## src/rtl/shim_sts_pkg.sv

```systemverilog
// Shared definitions for the SPI-status scan controller.
//   - default geometry (N_WORDS / WORD_W)
//   - width of the HOLD stall counter
//   - FSM state encoding
package shim_sts_pkg;
  localparam int DEF_N_WORDS = 16;
  localparam int DEF_WORD_W  = 8;
  localparam int STALL_CNT_W = 16;

  localparam logic [1:0] STS_IDLE  = 2'd0;
  localparam logic [1:0] STS_SCAN  = 2'd1;
  localparam logic [1:0] STS_HOLD  = 2'd2;
  localparam logic [1:0] STS_CLEAR = 2'd3;
endpackage

```

## src/rtl/shim_spi_sts_scan_ctrl_if.sv

```systemverilog
// Handshake bundle of the scan controller.
//   clr_*  : software sticky-clear request (level) and its one-cycle ack
//   evt_*  : valid/ready event stream towards the interrupt/log path
// master : the scan controller (produces events, acknowledges clears)
// slave  : the requester / event consumer
interface shim_spi_sts_scan_ctrl_if #(
  parameter int N_WORDS = shim_sts_pkg::DEF_N_WORDS,
  parameter int WORD_W  = shim_sts_pkg::DEF_WORD_W
);
  import shim_sts_pkg::*;
  localparam int IDX_W = $clog2(N_WORDS);

  logic              clr_req;
  logic [IDX_W-1:0]  clr_idx;
  logic [WORD_W-1:0] clr_mask;
  logic              clr_ack;
  logic              evt_valid;
  logic              evt_ready;
  logic [IDX_W-1:0]  evt_idx;
  logic [WORD_W-1:0] evt_bits;

  modport master (
    output evt_valid, evt_idx, evt_bits, clr_ack,
    input  evt_ready, clr_req, clr_idx, clr_mask
  );
  modport slave (
    input  evt_valid, evt_idx, evt_bits, clr_ack,
    output evt_ready, clr_req, clr_idx, clr_mask
  );
endinterface

```

## src/rtl/shim_sts_evt_slot.sv

```systemverilog
// Single-entry valid/ready output register for event records.
//   aclk, areset : clock, async active-high reset
//   i_load       : capture i_idx/i_bits and raise o_valid (only when slot free)
//   i_ready      : consumer accepts the held record
//   o_valid/o_idx/o_bits : held record, stable while o_valid & !i_ready
module shim_sts_evt_slot
  import shim_sts_pkg::*;
#(
  parameter int IDX_W  = 4,
  parameter int WORD_W = DEF_WORD_W
) (
  input  logic              aclk,
  input  logic              areset,
  input  logic              i_load,
  input  logic [IDX_W-1:0]  i_idx,
  input  logic [WORD_W-1:0] i_bits,
  input  logic              i_ready,
  output logic              o_valid,
  output logic [IDX_W-1:0]  o_idx,
  output logic [WORD_W-1:0] o_bits
);
  logic              r_valid;
  logic [IDX_W-1:0]  r_idx;
  logic [WORD_W-1:0] r_bits;

  always_ff @(posedge aclk or posedge areset) begin
    if (areset) begin
      r_valid <= 1'b0;
      r_idx   <= '0;
      r_bits  <= '0;
    end else if (i_load) begin
      // a load in the accept cycle replaces the leaving record
      r_valid <= 1'b1;
      r_idx   <= i_idx;
      r_bits  <= i_bits;
    end else if (i_ready) begin
      r_valid <= 1'b0;
    end
  end

  assign o_valid = r_valid;
  assign o_idx   = r_idx;
  assign o_bits  = r_bits;
endmodule

```

## src/rtl/shim_spi_sts_scan_ctrl.sv

```systemverilog
// Round-robin scanner of stabilized SPI-status words.
// One word per cycle: rising bits set per-word sticky bits and emit one
// event record per changed word; software sticky clears are serialized
// against the scan through a dedicated one-cycle CLEAR state.
//   aclk, areset : clock, async active-high reset
//   sts_in       : N_WORDS x WORD_W status, word i at [i*WORD_W +: WORD_W]
//   sts_valid    : status stable, scanning permitted
//   irq_en       : interrupt enable
//   sticky       : sticky status, same packing as sts_in
//   irq          : registered irq_en & |sticky
//   stall_cnt    : saturating count of cycles spent in HOLD
//   bus          : clear request/ack and event stream (master side)
module shim_spi_sts_scan_ctrl
  import shim_sts_pkg::*;
#(
  parameter int N_WORDS = DEF_N_WORDS,
  parameter int WORD_W  = DEF_WORD_W
) (
  input  logic                      aclk,
  input  logic                      areset,
  input  logic [N_WORDS*WORD_W-1:0] sts_in,
  input  logic                      sts_valid,
  input  logic                      irq_en,
  output logic [N_WORDS*WORD_W-1:0] sticky,
  output logic                      irq,
  output logic [STALL_CNT_W-1:0]    stall_cnt,
  shim_spi_sts_scan_ctrl_if.master  bus
);
  localparam int IDX_W = $clog2(N_WORDS);
  localparam logic [IDX_W-1:0] LAST_IDX = IDX_W'(N_WORDS - 1);

  logic [1:0]                     r_state;
  logic [IDX_W-1:0]               r_ptr;
  logic [N_WORDS-1:0][WORD_W-1:0] r_prev;
  logic [N_WORDS-1:0][WORD_W-1:0] r_sticky;
  logic                           r_clr_ack;
  logic                           r_irq;
  logic [STALL_CNT_W-1:0]         r_stall;

  logic [N_WORDS-1:0][WORD_W-1:0] w_sts;
  logic [WORD_W-1:0]              w_cur;
  logic [WORD_W-1:0]              w_rise;
  logic                           w_evt_valid;
  logic                           w_slot_free;
  logic                           w_eval;
  logic                           w_load;
  logic                           w_adv;
  logic                           w_busy;
  logic                           w_clr_hit;

  assign w_sts  = sts_in;
  assign w_cur  = w_sts[r_ptr];
  assign w_rise = w_cur & ~r_prev[r_ptr];

  assign w_slot_free = !w_evt_valid || bus.evt_ready;
  // word p is only evaluated when neither a clear nor a status drop preempts it
  assign w_eval = (r_state == STS_SCAN) && !bus.clr_req && sts_valid;
  assign w_load = w_eval && (w_rise != '0) && w_slot_free;
  assign w_adv  = w_eval && ((w_rise == '0) || w_slot_free);
  assign w_busy = w_eval && (w_rise != '0) && !w_slot_free;
  // out-of-range clear indices are acked but touch nothing
  assign w_clr_hit = (r_state == STS_CLEAR) && (int'(bus.clr_idx) < N_WORDS);

  always_ff @(posedge aclk or posedge areset) begin
    if (areset) begin
      r_state <= STS_IDLE;
    end else begin
      case (r_state)
        STS_IDLE: begin
          if (bus.clr_req)    r_state <= STS_CLEAR;
          else if (sts_valid) r_state <= STS_SCAN;
        end
        STS_SCAN: begin
          if (bus.clr_req)     r_state <= STS_CLEAR;
          else if (!sts_valid) r_state <= STS_IDLE;
          else if (w_busy)     r_state <= STS_HOLD;
        end
        STS_HOLD:  if (bus.evt_ready) r_state <= STS_SCAN;
        STS_CLEAR: r_state <= sts_valid ? STS_SCAN : STS_IDLE;
        default:   r_state <= STS_IDLE;
      endcase
    end
  end

  always_ff @(posedge aclk or posedge areset) begin
    if (areset) begin
      r_ptr    <= '0;
      r_prev   <= '0;
      r_sticky <= '0;
    end else begin
      if (w_adv) begin
        r_ptr         <= (r_ptr == LAST_IDX) ? '0 : r_ptr + IDX_W'(1);
        r_prev[r_ptr] <= w_cur;
      end
      // set (SCAN) and clear (CLEAR) live in exclusive states
      if (w_load)
        r_sticky[r_ptr] <= r_sticky[r_ptr] | w_rise;
      else if (w_clr_hit)
        r_sticky[bus.clr_idx] <= r_sticky[bus.clr_idx] & ~bus.clr_mask;
    end
  end

  always_ff @(posedge aclk or posedge areset) begin
    if (areset) begin
      r_clr_ack <= 1'b0;
      r_irq     <= 1'b0;
      r_stall   <= '0;
    end else begin
      r_clr_ack <= (r_state == STS_CLEAR);
      r_irq     <= irq_en && (r_sticky != '0);
      if ((r_state == STS_HOLD) && (r_stall != '1))
        r_stall <= r_stall + STALL_CNT_W'(1);
    end
  end

  shim_sts_evt_slot #(.IDX_W(IDX_W), .WORD_W(WORD_W)) u_slot (
    .aclk    (aclk),
    .areset  (areset),
    .i_load  (w_load),
    .i_idx   (r_ptr),
    .i_bits  (w_rise),
    .i_ready (bus.evt_ready),
    .o_valid (w_evt_valid),
    .o_idx   (bus.evt_idx),
    .o_bits  (bus.evt_bits)
  );

  assign bus.evt_valid = w_evt_valid;
  assign bus.clr_ack   = r_clr_ack;
  assign sticky        = r_sticky;
  assign irq           = r_irq;
  assign stall_cnt     = r_stall;
endmodule

```

## src/flat_wrapper.sv

```systemverilog
// flat-port wrapper written by rule: the top's interface ports become plain ports
module shim_spi_sts_scan_ctrl_flat import shim_sts_pkg::*;
#(
  parameter int N_WORDS = DEF_N_WORDS,
  parameter int WORD_W  = DEF_WORD_W
)
  (aclk, areset, sts_in, sts_valid, irq_en, sticky, irq, stall_cnt, bus_evt_valid, bus_evt_idx, bus_evt_bits, bus_clr_ack, bus_evt_ready, bus_clr_req, bus_clr_idx, bus_clr_mask);
  shim_spi_sts_scan_ctrl_if #(.N_WORDS(N_WORDS), .WORD_W(WORD_W)) bus_i ();
  input  logic aclk;
  input  logic areset;
  input  logic [N_WORDS*WORD_W-1:0] sts_in;
  input  logic sts_valid;
  input  logic irq_en;
  output logic [N_WORDS*WORD_W-1:0] sticky;
  output logic irq;
  output logic [STALL_CNT_W-1:0] stall_cnt;
  output wire logic [$bits(bus_i.evt_valid)-1:0] bus_evt_valid;
  output wire logic [$bits(bus_i.evt_idx)-1:0] bus_evt_idx;
  output wire logic [$bits(bus_i.evt_bits)-1:0] bus_evt_bits;
  output wire logic [$bits(bus_i.clr_ack)-1:0] bus_clr_ack;
  input wire logic [$bits(bus_i.evt_ready)-1:0] bus_evt_ready;
  input wire logic [$bits(bus_i.clr_req)-1:0] bus_clr_req;
  input wire logic [$bits(bus_i.clr_idx)-1:0] bus_clr_idx;
  input wire logic [$bits(bus_i.clr_mask)-1:0] bus_clr_mask;
  assign bus_evt_valid = bus_i.evt_valid;
  assign bus_evt_idx = bus_i.evt_idx;
  assign bus_evt_bits = bus_i.evt_bits;
  assign bus_clr_ack = bus_i.clr_ack;
  assign bus_i.evt_ready = bus_evt_ready;
  assign bus_i.clr_req = bus_clr_req;
  assign bus_i.clr_idx = bus_clr_idx;
  assign bus_i.clr_mask = bus_clr_mask;
  shim_spi_sts_scan_ctrl #(.N_WORDS(N_WORDS), .WORD_W(WORD_W)) u_core (.aclk(aclk), .areset(areset), .sts_in(sts_in), .sts_valid(sts_valid), .irq_en(irq_en), .sticky(sticky), .irq(irq), .stall_cnt(stall_cnt), .bus(bus_i));
endmodule
```

## config.mk

```make
export PLATFORM = sky130hd
export DESIGN_NAME = shim_spi_sts_scan_ctrl_flat
export DESIGN_NICKNAME = d
export VERILOG_FILES = /design/src/rtl/shim_sts_pkg.sv /design/src/rtl/shim_spi_sts_scan_ctrl_if.sv /design/src/rtl/shim_sts_evt_slot.sv /design/src/rtl/shim_spi_sts_scan_ctrl.sv /design/src/flat_wrapper.sv
export SDC_FILE = /design/constraint.sdc
export NUM_CORES = 1
export LEC_CHECK = 0
export ABC_AREA = 0
export CORE_MARGIN = 4
export CORE_UTILIZATION = 50
export DETAILED_ROUTE_END_ITERATION = 12
export PLACE_DENSITY = 0.77
export SYNTH_ARGS = -nofsm -noshare
export SYNTH_HDL_FRONTEND = slang
export SYNTH_SLANG_ARGS = --single-unit
```

## constraint.sdc

```tcl
create_clock -name aclk -period 15.9 [get_ports aclk]
set_input_delay 2.385 -clock aclk [delete_from_list [all_inputs] [get_ports aclk]]
set_output_delay 2.385 -clock aclk [all_outputs]
set_load 0.03 [all_outputs]
```

==> impl_metrics.yaml, run 1 <==
global_route:
  grt_pass1_vias: 14800
  grt_pass1_wl_um: 95600
  grt-ovfl-total: 0
  antenna_found_initial: 4
  grt_max_degree: 140
  grtUsageTotal: 0.346
logic_synthesis:
  avgSynthCellArea_sq_um: 13.3
  synth_xor_area_frac: 0.00847
  synth_cells: 1245
  ys_seq_area_frac: 0.443
  yosysWarnings: 0
  synth_seq_cells: 293
  yosys.area_share.simple: 0.117
  syn_area_sq_um: 16500
  syn-num-nets: 1396
  synth_adder_area_share: 0.00378
  synth.distinct_cells: 51
  synthMuxAreaShare: 0.212
  synth_compound_gate_area_share: 0.188
  synth_top_family_by_area: "multiplexers"
power:
  power_mw: 4.16
  power_leakage_nw: 8.55
  power_density_nw_per_um2: 198
  power.ir.vdd_worst_mv: 0.132
clocking:
  clkSinkCount: 293
  clk_pin_slew_ns: 0.06
  root_buffer: "clkbuf_16"
  clock_path_buffers: 3
  htree_levels: 2
  cts_tree: "built"
  cts_made_buffers: 34
  cts-resized-gates: 0
  clock_latency_ns: 0.54
  hold_buffers: 0
  post_cts_buffers: 0
final_layout:
  fin_nets: 1679
  regArea_sq_um: 7340
  layout-drive-gt1-share: 0.179
  area.growth.synth_to_final_pct: 27.0
  post-route-util: 0.644
  nFillCells: 2463
  multiInputGateArea_sq_um: 8760
timing:
  rsz0062_at_grt: "false"
  slew_headroom: 0.0901
  finalHoldViolations: 0
  min_period_ns: 5.58
  setup_viol: 0
  finClkSkew_ns: 0.0357
  fin_hold_ws_ns: 0.488
  timing.final.crit_share: 0.351
  setup_ws_ns: 10.32
  finalMaxSlewViolations: 0
  worst_pin_slew_ns: 1.36
  max_freq_mhz: 179
  tns_ns: 0
placed_design:
  routabilityCongestion: 0.966
  hpwl_um: 44200
  io_buffers: 304
  place_ws_ns: 9.91
routing:
  routed_wl_um: 63100
  drtAntennaViolNets: 0
  drc_errors: 0
  wl_per_cell_um: 31.7
  viasPerCell: 7.33
  first_pass_iters: 6
  drt-initial-drc-count: 2371
  vias: 14600
worst_hold_path:
  hp-start: "u_core.u_slot.o_bits[5]$_DFFE_PP0P_"
  hold_class: "flip-flop to flip-flop"
worst_setup_path:
  r2r_slack_ns: 10.38
  cp.required_ns: 16.29
  setup.worst_path.end_class: "flip-flop"
  worstReg2RegStart: "u_core.r_ptr[0]$_DFFE_PP0P_"
  crit_start: "sts_in[33]"
  worstSetupStartpointType: "primary input"
  arrival_ns: 5.96
  worst-setup-path-type: "primary input to flip-flop"
  path_max_fanout: 29
run_status:
  status: "complete, no violations"
run:
  maxCapViolations: 0
floorplan:
  dieArea_sq_um: 36100
  start_util: 0.507
  die_w_um: 190
  pin_count: 305
  core_sq_um: 32600
  die_y_um: 190
  rows: 66
-- metrics by stage --
step / cells / instance area [sq um]
3_5_place_dp: 1934 / 19900
6_report: 1994 / 21000
4_1_cts: 1992 / 21000
2_1_floorplan: 1245 / 16500
5_1_grt: 1993 / 21000
3_3_place_gp: 1934 / 19900
-- final cells by class --
cell class / count / share of cell area
Multi-Input combinational cell: 865 / 0.417
Sequential cell: 293 / 0.349
Timing Repair Buffer: 330 / 0.154
Clock buffer: 46 / 0.0455
Tap cell: 442 / 0.0263
Clock inverter: 12 / 0.00661
Inverter: 4 / 0.00107
Antenna cell: 2 / 0.000238
-- report_power, final --
| group | switching (mW) | internal [mW] | total (mW) |
|---|---|---|---|
| sequential | 0.326 | 0.947 | 1.27 |
| clock | 0.326 | 0.457 | 0.783 |
| combinational | 1.28 | 0.823 | 2.10 |
-- sequential cells by signal, indices dropped and copies added (netlist names) --
signal,cells
u_core.bus.clr_ack,1
u_core.irq,1
u_core.r_prev,128
u_core.r_ptr,4
u_core.r_state,2
u_core.stall_cnt,16
u_core.sticky,128
u_core.u_slot.o_bits,8
u_core.u_slot.o_idx,4
u_core.u_slot.o_valid,1
-- synth_stat cells (all sizes together) --
cell	n	area, sq um
nand3b	1	7.51
or3	2	12.5
and2	124	776
a21boi	2	15.0
ha	5	62.6
nor2	72	290
nand2	41	176
or2	1	6.26
clkbuf	33	125
o32a	1	10.0
and4	1	8.76
buf	50	315
dfrtp	293	7330
a31oi	2	12.5
nand4	12	75.1
o21ai	5	25.0
xnor2	12	105
o21a	1	7.51
o22ai	1	6.26
xor2	4	35.0
nor3b	1	7.51
mux4	144	3240
o41ai	1	8.76
nand2b	6	37.5
and3	6	37.5
a22oi	32	240
nor3	7	46.3
nor4	36	246
a21oi	37	350
nor2b	18	113
a32o	88	881
a22o	32	280
mux2	23	259
nand3	19	95.1
a221o	128	1280
inv	4	15.0
-- critical path, stage by stage --
cell             delay, ns
clkdlybuf4s50_1       0.46
mux4_2                0.48
a22oi_1               0.42
a21oi_1               0.39
nor4_2                0.44
and2_1                0.19
buf_4                 0.40
nor2_2                0.32
a221o_1               0.45
-- logic make-up (layout without fill, tap and decap cells) --
| group | Yosys count | count (layout) |
|---|---|---|
| other | 0 | 2 |
| muxes | 167 | 167 |
| buffers and inverters | 87 | 392 |
| adders and majority gates | 5 | 5 |
| and+or+nand+nor | 347 | 347 |
| DFF | 293 | 293 |
| AOI/OAI and AO/OA | 330 | 330 |
| xor gates and xnor gates | 16 | 16 |
-- cell usage in the layout, fill, tap and decap left out, types with 3 or more instances in the layout --
| cell | count |
|---|---|
| dfrtp_1 | 291 |
| nand2b_1 | 6 |
| nor4_1 | 34 |
| clkdlybuf4s50_1 | 303 |
| mux2_1 | 10 |
| xnor2_1 | 12 |
| nand2_1 | 32 |
| clkbuf_16 | 35 |
| a21oi_2 | 6 |
| buf_4 | 26 |
| nor2_2 | 8 |
| clkbuf_8 | 4 |
| a22oi_1 | 32 |
| mux2_2 | 13 |
| nor3_1 | 6 |
| nand2_2 | 9 |
| o21ai_0 | 3 |
| mux4_2 | 144 |
| inv_1 | 3 |
| clkbuf_1 | 7 |
| nand3_1 | 19 |
| a32o_1 | 88 |
| nor2_1 | 64 |
| a221o_1 | 128 |
| ha_1 | 5 |
| nand4_1 | 12 |
| a21oi_1 | 18 |
| nor2b_1 | 17 |
| clkinv_2 | 6 |
| a21oi_4 | 13 |
| a22o_1 | 32 |
| xor2_1 | 4 |
| and2_1 | 123 |
| and3_1 | 6 |
-- final timing paths --
path	to	cells past startpoint
max	u_core.sticky[43]$_DFFE_PP0P_	9
min	u_core.u_slot.o_bits[5]$_DFFE_PP0P_	1
max reg2reg	u_core.sticky[43]$_DFFE_PP0P_	10
min reg2reg	u_core.u_slot.o_bits[5]$_DFFE_PP0P_	1
max in group asynchronous	u_core.r_ptr[0]$_DFFE_PP0P_	3
min in group asynchronous	u_core.stall_cnt[11]$_DFFE_PP0P_	2
-- layer usage --
metal	vias up	GRT usage	routed length, um
li1	5718	-	-
met1	7343	0.473	22900
met2	1333	0.518	27800
met3	219	0.118	9420
met4	4	0.130	3000
met5	-	0	26
No activity file was read; power rests on OpenSTA's default activity.
==> inputs of run 2 (changes only) <==
--- a/config.mk
+++ b/config.mk
@@ -7,7 +7,7 @@
 export LEC_CHECK = 0
 export ABC_AREA = 0
 export CORE_MARGIN = 4
-export CORE_UTILIZATION = 50
+export CORE_UTILIZATION = 48
 export DETAILED_ROUTE_END_ITERATION = 12
 export PLACE_DENSITY = 0.77
 export SYNTH_ARGS = -nofsm -noshare
==> constraint.sdc (replaced) <==
create_clock -name aclk -period 5 [get_ports aclk]
set_input_delay 0.75 -clock aclk [delete_from_list [all_inputs] [get_ports aclk]]
set_output_delay 0.75 -clock aclk [all_outputs]
set_load 0.03 [all_outputs]
==> run 2 against run 1 <==
  * Routed wire length grew 0.84%
  * Sequential share of layout area shrank 0.41 points
  * Utilization shrank 1.5 points
  * Global-route usage shrank 1.4 points
  * Largest cell class unchanged
  * Die area grew 4.0%
  * Via count shrank 0.14%
  * Non-clock buffer count grew 22
  * Final cell count grew 1.6%
==> impl_metrics.yaml, run 2 (synthesis results as in run 1) <==
worst_setup_path:
  arrival_ns: 4.91
  cp.required_ns: 5.46
  setup.worst_path.end_class: "flip-flop"
  worstReg2RegStart: "u_core.r_ptr[1]$_DFFE_PP0P_"
  worst-setup-path-type: "flip-flop to flip-flop"
  reg2reg_to: "u_core.sticky[37]$_DFFE_PP0P_"
  r2r_slack_ns: 0.55
  path_max_fanout: 55
  worstSetupStartpointType: "flip-flop"
  reg2reg_depth: 10
timing:
  slew_headroom: 0.0404
  worst_pin_slew_ns: 1.44
  rsz0062_at_grt: "false"
  timing.final.crit_share: 0.890
  finalHoldViolations: 0
  max_freq_mhz: 225
  finalMaxSlewViolations: 0
  tns_ns: 0
  min_period_ns: 4.45
  setup_viol: 0
  finClkSkew_ns: 0.0188
power:
  power_density_nw_per_um2: 632
  power_leakage_nw: 8.70
  power.ir.vdd_worst_mv: 0.458
floorplan:
  pin_count: 305
  start_util: 0.490
  core_sq_um: 33800
  dieArea_sq_um: 37500
  die_y_um: 194
  die_w_um: 194
  rows: 67
routing:
  drc_errors: 0
  routed_wl_um: 63600
  drtAntennaViolNets: 0
  first_pass_iters: 8
  vias: 14600
  drt-initial-drc-count: 2313
  wl_per_cell_um: 31.4
  viasPerCell: 7.21
worst_hold_path:
  hp-start: "u_core.u_slot.o_bits[2]$_DFFE_PP0P_"
  min_path_cells: 1
  hold_path_end: "u_core.u_slot.o_bits[2]$_DFFE_PP0P_"
  hold_class: "flip-flop to flip-flop"
placed_design:
  io_buffers: 304
  routabilityCongestion: 0.987
  hpwl_um: 45200
clocking:
  clock_path_buffers: 3
  post_cts_buffers: 0
  clock_latency_ns: 0.53
  hold_buffers: 0
  cts_made_buffers: 34
  cts-resized-gates: 0
  clkSinkCount: 293
  htree_levels: 2
  root_buffer: "clkbuf_16"
  cts_tree: "built"
  clk_pin_slew_ns: 0.06
run:
  maxCapViolations: 0
global_route:
  grt-ovfl-total: 0
  grt_pass1_wl_um: 96300
  grt_pass1_vias: 14600
  grt_max_degree: 160
  grtUsageTotal: 0.332
  antenna_found_initial: 3
final_layout:
  layout-drive-gt1-share: 0.192
  fin_nets: 1701
  final_common_cell: "clkdlybuf4s50_1"
  mostFrequentLayoutCells: "clkdlybuf4s50_1 (303), dfrtp_1 (291), mux4_2 (144)"
  post-route-util: 0.629
  area.growth.synth_to_final_pct: 28.5
run_status:
  status: "complete, no violations"
## run 2: changes by cell type in the layout (fill, tap and decap cells not counted), sizes merged
cell / previous run / this run
inv: 4 / 6
clkbuf: 46 / 52
clkinv: 9 / 4
buf: 27 / 49
## run 2: critical path, cell delays in order, from the launching register on
cell and delay, ns:
dfrtp_4 0.97, buf_4 0.40, mux4_2 0.39, a22oi_1 0.33, nand2_1 0.10, a21oi_1 0.48, nor4_2 0.16, and2_1 0.20
buf_4 0.21, nor2_2 0.83, a221o_1 0.31
## run 2: area by class of cell
class / instances / area (sq um)
fillers: 2608 / 12500
multi-input cells: 865 / 8760
flip-flops and latches: 293 / 7340
repair buffers: 352 / 3420
clock buffers: 52 / 1040
well taps: 448 / 561
clock inverters: 9 / 120
inverters: 4 / 18.8
diodes: 2 / 5.00
## run 2: power by group
group | switching, mW | internal [mW] | total [mW]
Combinational | 4.14 | 2.72 | 6.86
Sequential | 0.986 | 3.01 | 4.00
Clock | 1.03 | 1.54 | 2.57
Total | 6.16 | 7.28 | 13.4
## run 2: how the worst max path moves through the flow
stage | start | endpoint | cells after the start
6_report | u_core.r_ptr[1]$_DFFE_PP0P_ | u_core.sticky[37]$_DFFE_PP0P_ | 10
3_5_place_dp | u_core.r_ptr[0]$_DFFE_PP0P_ | u_core.u_slot.o_idx[0]$_DFFE_PP0P_ | 10
5_1_grt | u_core.r_ptr[0]$_DFFE_PP0P_ | u_core.u_slot.o_idx[0]$_DFFE_PP0P_ | 10
4_1_cts | u_core.r_ptr[0]$_DFFE_PP0P_ | u_core.u_slot.o_idx[0]$_DFFE_PP0P_ | 10
3_3_place_gp | u_core.r_ptr[0]$_DFFE_PP0P_ | u_core.u_slot.o_idx[0]$_DFFE_PP0P_ | 10
2_1_floorplan | areset | u_core.bus.clr_ack$_DFF_PP0_ | 1
## run 2: stage by stage
step	area (sq um)	worst slack, ns	cells	hold slack [ns]	total power [mW]
after CTS	21300	0.647	2023	0.495	13.2
after global placement	20100	0.673	1962	0.467	10.5
after global routing	21300	0.392	2023	0.511	13.8
after floorplan	16500	0.361	1245	0.461	7.98
after detailed placement	20100	0.669	1962	0.481	10.6
final	21300	0.551	2025	0.486	13.4
## run 2: routing by layer
metal,up-vias,global-route usage,share of wire
met5,-,0,0.00020
met3,203,0.119,0.14
li1,5762,-,-
met2,1225,0.489,0.44
met4,2,0.123,0.046
met1,7405,0.459,0.37
